===== config.mk =====
export PLATFORM = sky130hd
export DESIGN_NAME = imm_ext_pipe_flat
export DESIGN_NICKNAME = d
export VERILOG_FILES = /design/src/rtl/imm_ext_pkg.sv /design/src/rtl/imm_ext_pipe_if.sv /design/src/rtl/imm_ext_core.sv /design/src/rtl/imm_ext_pipe.sv /design/src/flat_wrapper.sv
export SDC_FILE = /design/constraint.sdc
export NUM_CORES = 1
export LEC_CHECK = 0
export ABC_AREA = 0
export BUFFER_PORTS_ARGS = -buffer_cell sky130_fd_sc_hd__buf_4
export CELL_PAD_IN_SITES_DETAIL_PLACEMENT = 1
export CELL_PAD_IN_SITES_GLOBAL_PLACEMENT = 2
export CORE_MARGIN = 3
export CORE_UTILIZATION = 30
export DETAILED_ROUTE_END_ITERATION = 16
export PLACE_DENSITY_LB_ADDON = 0.1
export SYNTH_ARGS = -nofsm -noshare
export SYNTH_HDL_FRONTEND = slang
export SYNTH_SLANG_ARGS = --single-unit
export TNS_END_PERCENT = 5

===== constraint.sdc =====
create_clock -name clk -period 1.6 [get_ports clk]
set_input_delay 0.32 -clock clk [delete_from_list [all_inputs] [get_ports clk]]
set_output_delay 0.32 -clock clk [all_outputs]
set_load 0.01 [all_outputs]

===== src/rtl/imm_ext_pkg.sv =====
// Shared definitions for the immediate extender pipeline.
//   MODE_W  : width of the extension-mode field
//   mode_e  : extension modes (values 6 and 7 are reserved)
//   occ_e   : occupancy of the OUT/SKID register pair
package imm_ext_pkg;

  localparam int MODE_W = 3;

  typedef enum logic [MODE_W-1:0] {
    MODE_SEXT  = 3'd0,
    MODE_ZEXT  = 3'd1,
    MODE_LUI   = 3'd2,
    MODE_BOFF  = 3'd3,
    MODE_SEXT8 = 3'd4,
    MODE_ZEXT8 = 3'd5
  } mode_e;

  typedef enum logic [1:0] {
    ST_EMPTY = 2'd0,
    ST_ONE   = 2'd1,
    ST_FULL  = 2'd2
  } occ_e;

endpackage


===== src/rtl/imm_ext_pipe_if.sv =====
// Valid/ready bundle between decode and the immediate extender.
//   master : producer/consumer side (drives in_*, out_ready)
//   slave  : extender side (drives in_ready, out_*)
interface imm_ext_pipe_if #(
  parameter int IN_W  = 16,
  parameter int OUT_W = 32,
  parameter int TAG_W = 4
);
  import imm_ext_pkg::*;

  logic              in_valid;
  logic              in_ready;
  logic [MODE_W-1:0] in_mode;
  logic [IN_W-1:0]   in_data;
  logic [TAG_W-1:0]  in_tag;
  logic              out_valid;
  logic              out_ready;
  logic [OUT_W-1:0]  out_data;
  logic [TAG_W-1:0]  out_tag;
  logic              out_err;

  modport master (
    output in_valid, in_mode, in_data, in_tag, out_ready,
    input  in_ready, out_valid, out_data, out_tag, out_err
  );

  modport slave (
    input  in_valid, in_mode, in_data, in_tag, out_ready,
    output in_ready, out_valid, out_data, out_tag, out_err
  );

endinterface


===== src/rtl/imm_ext_core.sv =====
// Combinational extension unit: (mode, data) -> (ext, err).
//   mode : extension mode, see imm_ext_pkg::mode_e
//   data : raw immediate, IN_W bits
//   ext  : extended result, OUT_W bits (0 for reserved modes)
//   err  : high for reserved modes
module imm_ext_core
  import imm_ext_pkg::*;
#(
  parameter int IN_W  = 16,
  parameter int OUT_W = 32
) (
  input  logic [MODE_W-1:0] mode,
  input  logic [IN_W-1:0]   data,
  output logic [OUT_W-1:0]  ext,
  output logic              err
);

  localparam int H = OUT_W - IN_W;

  logic [OUT_W-1:0] sext;

  assign sext = {{H{data[IN_W-1]}}, data};

  always_comb begin
    ext = '0;
    err = 1'b0;
    case (mode)
      MODE_SEXT:  ext = sext;
      MODE_ZEXT:  ext = {{H{1'b0}}, data};
      MODE_LUI:   ext = {data, {H{1'b0}}};
      // branch offset: word-scaled, the two MSBs of the sign extension fall off
      MODE_BOFF:  ext = {sext[OUT_W-3:0], 2'b00};
      MODE_SEXT8: ext = {{(OUT_W-8){data[7]}}, data[7:0]};
      MODE_ZEXT8: ext = {{(OUT_W-8){1'b0}}, data[7:0]};
      default:    err = 1'b1;
    endcase
  end

endmodule


===== src/rtl/imm_ext_pipe.sv =====
// Multi-mode immediate extender with a 2-entry (OUT + SKID) valid/ready pipe.
//   clk   : rising-edge clock
//   rst_n : synchronous active-low reset; clears all output registers
//   flush : drops held items and the item offered in the same cycle
//   bus   : imm_ext_pipe_if slave port (in_* / out_* handshake)
// Extension happens at the input; only extended values are stored.
// in_ready depends only on registered occupancy, flush and rst_n.
module imm_ext_pipe
  import imm_ext_pkg::*;
#(
  parameter int IN_W  = 16,
  parameter int OUT_W = 32,
  parameter int TAG_W = 4
) (
  input  logic           clk,
  input  logic           rst_n,
  input  logic           flush,
  imm_ext_pipe_if.slave  bus
);

  occ_e             state_q, state_d;
  logic             out_valid_q, out_valid_d;
  logic [OUT_W-1:0] out_data_q, out_data_d;
  logic [TAG_W-1:0] out_tag_q, out_tag_d;
  logic             out_err_q, out_err_d;
  logic [OUT_W-1:0] skid_data_q, skid_data_d;
  logic [TAG_W-1:0] skid_tag_q, skid_tag_d;
  logic             skid_err_q, skid_err_d;

  logic [OUT_W-1:0] ext_data;
  logic             ext_err;
  logic             in_ready;
  logic             accept;

  imm_ext_core #(
    .IN_W  (IN_W),
    .OUT_W (OUT_W)
  ) u_core (
    .mode (bus.in_mode),
    .data (bus.in_data),
    .ext  (ext_data),
    .err  (ext_err)
  );

  assign in_ready = rst_n & (state_q != ST_FULL) & ~flush;
  assign accept   = bus.in_valid & in_ready;

  always_comb begin
    state_d     = state_q;
    out_data_d  = out_data_q;
    out_tag_d   = out_tag_q;
    out_err_d   = out_err_q;
    skid_data_d = skid_data_q;
    skid_tag_d  = skid_tag_q;
    skid_err_d  = skid_err_q;
    if (flush) begin
      state_d = ST_EMPTY;
    end else begin
      case (state_q)
        ST_EMPTY: begin
          if (accept) begin
            out_data_d = ext_data;
            out_tag_d  = bus.in_tag;
            out_err_d  = ext_err;
            state_d    = ST_ONE;
          end
        end
        ST_ONE: begin
          if (accept && bus.out_ready) begin
            out_data_d = ext_data;
            out_tag_d  = bus.in_tag;
            out_err_d  = ext_err;
          end else if (bus.out_ready) begin
            state_d = ST_EMPTY;
          end else if (accept) begin
            skid_data_d = ext_data;
            skid_tag_d  = bus.in_tag;
            skid_err_d  = ext_err;
            state_d     = ST_FULL;
          end
        end
        ST_FULL: begin
          if (bus.out_ready) begin
            out_data_d = skid_data_q;
            out_tag_d  = skid_tag_q;
            out_err_d  = skid_err_q;
            state_d    = ST_ONE;
          end
        end
        default: state_d = ST_EMPTY;
      endcase
    end
    out_valid_d = (state_d != ST_EMPTY);
  end

  always_ff @(posedge clk) begin
    if (!rst_n) begin
      state_q     <= ST_EMPTY;
      out_valid_q <= 1'b0;
      out_data_q  <= '0;
      out_tag_q   <= '0;
      out_err_q   <= 1'b0;
      skid_data_q <= '0;
      skid_tag_q  <= '0;
      skid_err_q  <= 1'b0;
    end else begin
      state_q     <= state_d;
      out_valid_q <= out_valid_d;
      out_data_q  <= out_data_d;
      out_tag_q   <= out_tag_d;
      out_err_q   <= out_err_d;
      skid_data_q <= skid_data_d;
      skid_tag_q  <= skid_tag_d;
      skid_err_q  <= skid_err_d;
    end
  end

  assign bus.in_ready  = in_ready;
  assign bus.out_valid = out_valid_q;
  assign bus.out_data  = out_data_q;
  assign bus.out_tag   = out_tag_q;
  assign bus.out_err   = out_err_q;

endmodule

===== src/flat_wrapper.sv =====
// flat-port wrapper written by rule: the top's interface ports become plain ports
module imm_ext_pipe_flat import imm_ext_pkg::*;
#(
  parameter int IN_W  = 16,
  parameter int OUT_W = 32,
  parameter int TAG_W = 4
)
  (clk, rst_n, flush, bus_in_valid, bus_in_mode, bus_in_data, bus_in_tag, bus_out_ready, bus_in_ready, bus_out_valid, bus_out_data, bus_out_tag, bus_out_err);
  imm_ext_pipe_if #(.IN_W(IN_W), .OUT_W(OUT_W), .TAG_W(TAG_W)) bus_i ();
  input  logic clk;
  input  logic rst_n;
  input  logic flush;
  input wire logic [$bits(bus_i.in_valid)-1:0] bus_in_valid;
  input wire logic [$bits(bus_i.in_mode)-1:0] bus_in_mode;
  input wire logic [$bits(bus_i.in_data)-1:0] bus_in_data;
  input wire logic [$bits(bus_i.in_tag)-1:0] bus_in_tag;
  input wire logic [$bits(bus_i.out_ready)-1:0] bus_out_ready;
  output wire logic [$bits(bus_i.in_ready)-1:0] bus_in_ready;
  output wire logic [$bits(bus_i.out_valid)-1:0] bus_out_valid;
  output wire logic [$bits(bus_i.out_data)-1:0] bus_out_data;
  output wire logic [$bits(bus_i.out_tag)-1:0] bus_out_tag;
  output wire logic [$bits(bus_i.out_err)-1:0] bus_out_err;
  assign bus_i.in_valid = bus_in_valid;
  assign bus_i.in_mode = bus_in_mode;
  assign bus_i.in_data = bus_in_data;
  assign bus_i.in_tag = bus_in_tag;
  assign bus_i.out_ready = bus_out_ready;
  assign bus_in_ready = bus_i.in_ready;
  assign bus_out_valid = bus_i.out_valid;
  assign bus_out_data = bus_i.out_data;
  assign bus_out_tag = bus_i.out_tag;
  assign bus_out_err = bus_i.out_err;
  imm_ext_pipe #(.IN_W(IN_W), .OUT_W(OUT_W), .TAG_W(TAG_W)) u_core (.clk(clk), .rst_n(rst_n), .flush(flush), .bus(bus_i));
endmodule

Word level (Yosys, flattened, before mapping)
Cells that the tools add are included.
W data, S select, Z words.
{ "op_classes": {"order_cmp": 0, "n_shift": 0, "n_mux": 21, "bitwise_logic": 6, "n_mul": 0, "add_sub_neg": 0, "div_mod_pow": 0, "n_reduce_logical": 8, "n_eq_ne": 11} }
{ "ops": {"columns": ["cell", "count"], "rows": [
  ["$pmux W32 S6", 1],
  ["$mux W32", 3],
  ["$pmux W32 S3", 1],
  ["$mux W2", 6],
  ["$mux W4", 3],
  ["$pmux W4 S3", 1],
  ["$reduce_and A5 Y1", 2],
  ["$eq A3 B2 Y1 const B", 2],
  ["$eq A3 B3 Y1 const B", 2],
  ["$pmux W2 S3", 1],
  ["$reduce_or A6 Y1", 1],
  ["$mux W1", 4],
  ["$ne A2 B1 Y1 const B", 2],
  ["$ne A2 B2 Y1 const B", 2],
  ["$and A1 B1 Y1", 3],
  ["$eq A3 B1 Y1 const B", 1],
  ["$logic_not A3 Y1", 1],
  ["$not A1 Y1", 3],
  ["$pmux W1 S3", 1],
  ["$reduce_bool A3 Y1", 1],
  ["$eq A2 B1 Y1 const B", 1],
  ["$eq A2 B2 Y1 const B", 1],
  ["$logic_not A2 Y1", 1],
  ["$reduce_bool A2 Y1", 1],
  ["$logic_and A1 B1 Y1", 1]
]} }
{ "totals": {"register_bits": 77, "mem_bits_ro": 0, "latchBits": 0, "ramBits": 0, "input_bits": 28, "memories": 0} }

Depth between registers and ports, before layout
Gate-level depths: netlist of run 1.
{ "logic_depth": {"ltp_word": 10, "ltp_mapped": 6, "ltp_nobuf": 4} }

Cells and area by module
A second synthesis of run 1 with hierarchy kept.
{ "unflattened": {"hier_cells": 465, "area_unflattened_um2": 4194.0} }
{ "by_module_without_submodules": {"columns": ["module", "cells_per_inst", "area_per_inst_um2", "seq_area_each_um2", "instances"], "rows": [
  ["imm_ext_pipe", 372, 3490.8, 1541.5, 1],
  ["imm_ext_core", 93, 703.2, 0.0, 1]
]} }

Worst setup path before layout of run 1
Ideal clock, no wire load.
{ "synth_timing": {"kind": "in2reg", "startpoint": "in bus_in_mode[2]", "endpoint": "reg u_core.out_data_q[27], in the netlist u_core.bus.out_data[27]", "path_slack_ps": 127, "t_arrival_ps": 1385, "path_buffers": 2, "required_ps": 1512, "stages": 6, "setup_ps": 88, "cell_sequence": "buf_4 mux2i_1 o311ai_4 buf_6 a21oi_1 o32ai_2"} }
{ "synth_between": {"elab_chain_len": 4} }
{ "synth_lines": {"columns": ["element", "line_no", "source"], "rows": [
  ["from (decl)", "flat_wrapper.sv:14", "input wire logic [$bits(bus_i.in_mode)-1:0] bus_in_mode;"],
  ["$eq A3 B3 Y1, or another cell as far along", "imm_ext_core.sv:27", "case (mode)"],
  ["$pmux W32 S6 *", "imm_ext_core.sv:27", null],
  ["$mux W32 (on tied branches)", "imm_ext_pipe.sv:69, imm_ext_pipe.sv:61", null],
  ["$pmux W32 S3 *", "imm_ext_pipe.sv:59", "case (state_q)"],
  ["to (signal assigned)", "imm_ext_pipe.sv:109", "out_data_q <= out_data_d;"],
  ["to (decl)", "imm_ext_pipe.sv:23", "logic [OUT_W-1:0] out_data_q, out_data_d;"]
]} }
Mark *: on every way between the ends. The rest lies on a longest branch, timed or not. The select of a mux whose other input is x is not followed.
A chain may end at the register's enable or synchronous reset.

Final worst setup path of run 1
{ "layout_timing": {"startpoint": "reg u_core.state_q[0]", "endpoint": "reg u_core.out_data_q[26], in the netlist u_core.bus.out_data[26]"} }
{ "layout_between": {"elab_chain_len": 7} }
{ "layout_lines": {"columns": ["element", "line_no", "source"], "rows": [
  ["from (decl)", "imm_ext_pipe.sv:21", "occ_e state_q, state_d;"],
  ["from (signal assigned)", "imm_ext_pipe.sv:107", "state_q <= state_d;"],
  ["$ne A2 B2 Y1", "imm_ext_pipe.sv:45", "assign in_ready = rst_n & (state_q != ST_FULL) & ~flush;"],
  ["$and A1 B1 Y1 (2 in series)", "imm_ext_pipe.sv:45", null],
  ["$and A1 B1 Y1", "imm_ext_pipe.sv:46", "assign accept = bus.in_valid & in_ready;"],
  ["$logic_and A1 B1 Y1", "imm_ext_pipe.sv:69", "if (accept && bus.out_ready) begin"],
  ["$ne A2 B1 Y1 (no line)", null, null],
  ["$reduce_and A5 Y1 (no line)", null, null]
]} }
Several ways; a longest one is shown, not always the timed one.

==> flow_summary_export.csv, run 1 <==
group,metric,value,unit
global_route,antenna_found_initial,0,
route,vias,3363,
sta,fin_crit_sh,94.3,%
route,ant_nets,0,
clocking,cts.sinks,77,
placement,post_dp_cell_area,4460,sq um
floorplan,start_util,31.4,%
clocking,htree_levels,3,
sta,setup_ws,0.0917,ns
sta,rsz0062_at_grt,"false",
critical_path,start_kind,"flop",
floorplan,die_area,13600,sq um
cells_and_area,area_delta_synth_final,32.2,%
critical_path,worstSetupEndpointType,"flop",
placement,dp_slack,-0.0400,ns
power,ir_drop,409,uV
critical_path,crit_arrival,1.74,ns
sta,clock_skew,0.00355,ns
synth,synth_area_leaders,"dfxtp_1, a21oi_1, o21ai_0",
cells_and_area,nets,519,
placement,place.gp.congestion,0.728,
synth,synth.most_common_cell,"dfxtp_1",
synth,ys_types,48,
synth,yosys.area.top_type,"dfxtp_1",
synth,synth_edf_count,0,
sta,hold_ws,0.210,ns
floorplan,floorplan.die.height,116,microns
global_route,grt_pass1_vias,3449,
synth,yosys-top-cells-count,"dfxtp_1, nand2_1, a21oi_1, o21ai_0, nor2_1",
placement,post-place-cells,623,
cells_and_area,fin_util,41.5,%
synth,synth_top_area_share,42.1,%
clocking,cts_buffers,9,
job,drv_cap,0,
global_route,overflow,0,
floorplan,core,11700,sq um
placement,place_hpwl,7.54,mm
floorplan,row_count,39,
power,p_total,4.99,mW
route,drt-pass1-iter-count,4,
cells_and_area,instances_no_fill,639,
cells_and_area,fillers,1360,
power,power_density,1030,nW/um^2
route,wl_per_cell,16.9,microns
global_route,grt_max_degree,79,
synth,syn-num-nets,452,
cells_and_area,final_layout_size_suffix_gt1_share,29.4,%
clocking,clock_path_buffers,2,
floorplan,io_pins,67,
clocking,clkTransAtPathRegs,0.06,ns
sta,min_period,1.51,ns
route,finalWirelength,10.8,mm
cells_and_area,final_area,4840,sq um
power,leakage,2.06,nW
synth,syn_inst,424,
synth,synth_seq_area_share,42.1,%
clocking,hold_buffers,0,
critical_path,crit_path_max_fanout,15,
sta,setup_viol,0,
clocking,insertion_delay,0.33,ns
critical_path,path_class,"reg2reg",
sta,finalMaxSlewViolations,0,
clocking,cts_root_buffer,"clkbuf_16",
sta,worst_pin_slew,0.481,ns
global_route,grt_usage,16.7,%
sta,max_slew_margin,67.0,%
clocking,cts_tree,"yes",
min_path,hold_path.class,"in2reg",
sta,finalHoldViolations,0,
sta,setup_tns,0,ns
route,viasPerCell,5.26,
placement,place.port_buffers,66,
synth,synthesis.area,3660,sq um
critical_path,cp.required,1.83,ns
route,drc,0,
cells_and_area,n_antenna_cell,0,
synth,yosysWarnings,0,
route,drt_iter0_markers,125,
global_route,grt_pass1_wl,17.8,mm
run_status,status,"finished, final reports clean",
synth,async_reset_ff_share,0,%
sta,fmax,663,MHz
synth,ys_ff_latch,77,
synth,synth.avg_cell_area,8.64,sq um
synth,synth_flop_cell,"dfxtp_1",
floorplan,die_w,116,microns
-- layout make-up --
class / count / area, sq um / share of cell area (%)
well taps: 143 / 179 / 3.70
flip-flops and latches: 77 / 1540 / 31.9
inverters: 14 / 52.6 / 1.09
repair buffers: 95 / 817 / 16.9
multi-input cells: 294 / 1890 / 39.0
clock buffers: 10 / 229 / 4.73
clock inverters: 6 / 134 / 2.76
-- cell families (layout without fill, tap and decap cells) --
family	count (synthesis)	in the layout	share of synthesized area, %
AO/OA/AOI/OAI	154	154	31.2
multiplexers	3	3	0.820
buffers and inverters	53	125	6.76
flip-flops	77	77	42.1
AND/OR/NAND/NOR	137	137	19.1
-- state kept, by name, indices dropped and copies added (netlist names) --
name                  count
u_core.bus.out_data      32
u_core.skid_data_q       32
u_core.bus.out_tag        4
u_core.skid_tag_q         4
u_core.state_q            2
u_core.bus.out_err        1
u_core.bus.out_valid      1
u_core.skid_err_q         1
-- power by group --
part           switching (mW)  internal, mW
combinational           0.274         0.237
sequential             0.0224          1.96
clock                   0.813          1.69
-- metal layers --
| layer | GRT usage (%) | wire length (microns) | vias to the layer above |
|---|---|---|---|
| met5 | 0 | 0 | - |
| met2 | 26.2 | 4860 | 61 |
| met4 | 5.80 | 143 | 0 |
| li1 | - | - | 1657 |
| met1 | 23.2 | 5340 | 1632 |
| met3 | 2.80 | 437 | 13 |
-- placed cells by master, fill, tap and decap left out, types with 6 or more instances in the layout --
| cell type | count |
|---|---|
| clkbuf_16 | 9 |
| o211ai_1 | 6 |
| a211oi_1 | 10 |
| buf_4 | 86 |
| buf_12 | 8 |
| dfxtp_1 | 75 |
| inv_1 | 14 |
| nor3b_1 | 7 |
| o211a_1 | 15 |
| and2_1 | 6 |
| a21boi_0 | 7 |
| o21ai_0 | 37 |
| a31o_2 | 9 |
| nand2_1 | 48 |
| nand3_1 | 17 |
| nor3_1 | 8 |
| nor2_1 | 18 |
| o32ai_2 | 12 |
| a21oi_1 | 44 |
| nor4_1 | 6 |
| nor2b_1 | 10 |
-- final timing paths --
path                                         startpoint                 endpoint  slack (ns)  cells past startpoint
worst max register to register        u_core.state_q[0]  u_core.bus.out_data[26]        0.09                      5
worst max-delay path                  u_core.state_q[0]  u_core.bus.out_data[26]        0.09                      5
worst min register to register  u_core.bus.out_data[26]  u_core.bus.out_data[26]        0.46                      2
worst min-delay path                      bus_out_ready        u_core.state_q[1]        0.21                      2
-- repair_timing --
item	CTS	global route
gates resized for setup	1	7
setup buffers	0	0
setup endpoints to repair	1	59
-- critical path, stage by stage, from the launching register on --
cell	delay (ns)
dfxtp_2	0.35
and4bb_2	0.35
a31o_1	0.17
nand2_2	0.08
buf_12	0.17
o32ai_1	0.28
Power figures use the tool's default switching activity.
==> run 2: changes to the inputs <==
--- a/config.mk
+++ b/config.mk
@@ -11,6 +11,7 @@
 export CELL_PAD_IN_SITES_GLOBAL_PLACEMENT = 2
 export CORE_MARGIN = 3
 export CORE_UTILIZATION = 30
+export CTS_BUF_LIST = sky130_fd_sc_hd__clkbuf_4 sky130_fd_sc_hd__clkbuf_8 sky130_fd_sc_hd__clkbuf_16
 export DETAILED_ROUTE_END_ITERATION = 16
 export PLACE_DENSITY_LB_ADDON = 0.1
 export SYNTH_ARGS = -nofsm -noshare
==> constraint.sdc (replaced) <==
create_clock -name clk -period 1.47 [get_ports clk]
set_input_delay 0.294 -clock clk [delete_from_list [all_inputs] [get_ports clk]]
set_output_delay 0.294 -clock clk [all_outputs]
set_load 0.01 [all_outputs]
==> flow_summary_export.csv, run 2 (synthesis results as in run 1) <==
group,metric,value,unit
cells_and_area,nets,541,
critical_path,crit_path_max_fanout,5,
clocking,cts_root_buffer,"clkbuf_16",
sta,fin_crit_sh,99.6,%
global_route,overflow,0,
cells_and_area,mostFrequentLayoutCells,"buf_4, dfxtp_1, nand2_1, a21oi_1, o21ai_0",
critical_path,path_class,"reg2out",
critical_path,worstSetupEndpointType,"output port",
global_route,antenna_found_initial,0,
route,finalWirelength,11.2,mm
sta,setup_viol,0,
min_path,min_path_cells,3,
cells_and_area,area_delta_synth_final,36.8,%
sta,setup_ws,0.00638,ns
route,viasPerCell,5.20,
route,wl_per_cell,17.0,microns
power,leakage,2.14,nW
global_route,grt_pass1_wl,18.5,mm
sta,fmax,683,MHz
route,drc,0,
run_status,status,"finished, final reports clean",
clocking,cts_tree,"yes",
clocking,cts_buffers,9,
critical_path,crit_arrival,1.17,ns
floorplan,die_area,13600,sq um
floorplan,die_w,116,microns
placement,place_hpwl,7.92,mm
cells_and_area,instances_no_fill,659,
power,power_density,989,nW/um^2
sta,clock_skew,0.00429,ns
power,p_total,4.96,mW
clocking,insertion_delay,0.33,ns
floorplan,row_count,39,
route,drt-pass1-iter-count,4,
cells_and_area,final_layout_size_suffix_gt1_share,33.5,%
sta,finalHoldViolations,0,
global_route,grt_pass1_vias,3575,
critical_path,regToRegSetupSlack,0.03,ns
sta,max_slew_margin,66.0,%
global_route,grt_usage,17.2,%
clocking,cts.sinks,77,
floorplan,floorplan.die.height,116,microns
sta,min_period,1.46,ns
job,drv_cap,0,
placement,place.gp.congestion,0.750,
sta,rsz0062_at_grt,"true",
min_path,hold_path.class,"in2reg",
sta,worst_pin_slew,0.496,ns
critical_path,r2r-start,"u_core.state_q[0]",
floorplan,core,11700,sq um
route,vias,3424,
power,ir_drop,448,uV
floorplan,io_pins,67,
critical_path,timing.rr.end,"u_core.bus.out_data[17]",
critical_path,cp.required,1.18,ns
clocking,clock_path_buffers,2,
sta,finalMaxSlewViolations,0,
min_path,holdPathEnd,"u_core.skid_tag_q[3]",
critical_path,reg2regPathDepth,5,
critical_path,start_kind,"flop",
placement,place.port_buffers,66,
floorplan,start_util,31.4,%
route,ant_nets,0,
min_path,min-delay-start,"bus_in_tag[3]",
cells_and_area,final_common_cell,"buf_4",
cells_and_area,n_antenna_cell,0,
route,drt_iter0_markers,118,
clocking,hold_buffers,0,
global_route,grt_max_degree,42,
clocking,clkTransAtPathRegs,0.06,ns
placement,dp_slack,-0.132,ns
placement,post-place-cells,643,
clocking,htree_levels,3,
==> run 2: worst max-delay path: stages (launching register included) <==
cell and delay, ns:
dfxtp_2 0.34, buf_6 0.12, nor2b_4 0.11, buf_6 0.11, nor2_2 0.03, buf_4 0.13
==> run 2: where the power goes <==
group          internal [mW]  switching [mW]  total [mW]  leakage [nW]
Sequential              2.13          0.0235        2.15         0.624
Clock                   1.34           0.850        2.19         0.136
Combinational          0.297           0.319       0.616          1.38
Total                   3.76            1.19        4.96          2.14
==> run 2: timing repair <==
action / 4_1_cts / 5_1_grt
buffers inserted: 2 / 0
pin swaps: 2 / 4
setup endpoints to repair: 60 / 55
gates resized for setup: 12 / 16
==> run 2: layout make-up <==
class                   instances  area, sq um
clock buffers                  10          239
clock inverters                 4         50.0
fillers                      1352         6650
inverters                      14         52.6
multi-input cells             294         1950
flip-flops and latches         77         1550
well taps                     143          179
repair buffers                117          993
==> run 2: how the worst max path moves through the flow <==
| stage | from | to | depth (start not counted) |
|---|---|---|---|
| floorplan | u_core.state_q[1] | u_core.skid_data_q[19] | 6 |
| global placement | bus_in_mode[2] | u_core.bus.out_data[7] | 5 |
| detailed placement | bus_in_mode[2] | u_core.bus.out_data[6] | 5 |
| CTS | u_core.state_q[0] | u_core.bus.out_data[13] | 5 |
| global route | u_core.state_q[0] | u_core.skid_err_q | 5 |
| finish | u_core.state_q[0] | bus_in_ready | 5 |
==> run 2: routing by layer <==
layer	up-vias	share of wire [%]	GRT usage, %
li1	1707	-	-
met2	58	45	27.9
met4	0	1.8	5.72
met5	-	0	0
met1	1643	51	23.5
met3	16	2.7	2.64
==> run 2: metrics by stage <==
stage | hold slack (ns) | TNS, ns | cell area [sq um] | util [%]
after CTS | 0.229 | -0.0344 | 4950 | 42.4
after global placement | 0.446 | -4.72 | 4600 | 39.4
after floorplan | 0.383 | 0 | 3660 | -
after detailed placement | 0.454 | -6.05 | 4600 | 39.4
final | 0.233 | 0 | 5010 | 43.0
after global routing | 0.249 | -0.605 | 5010 | 43.0
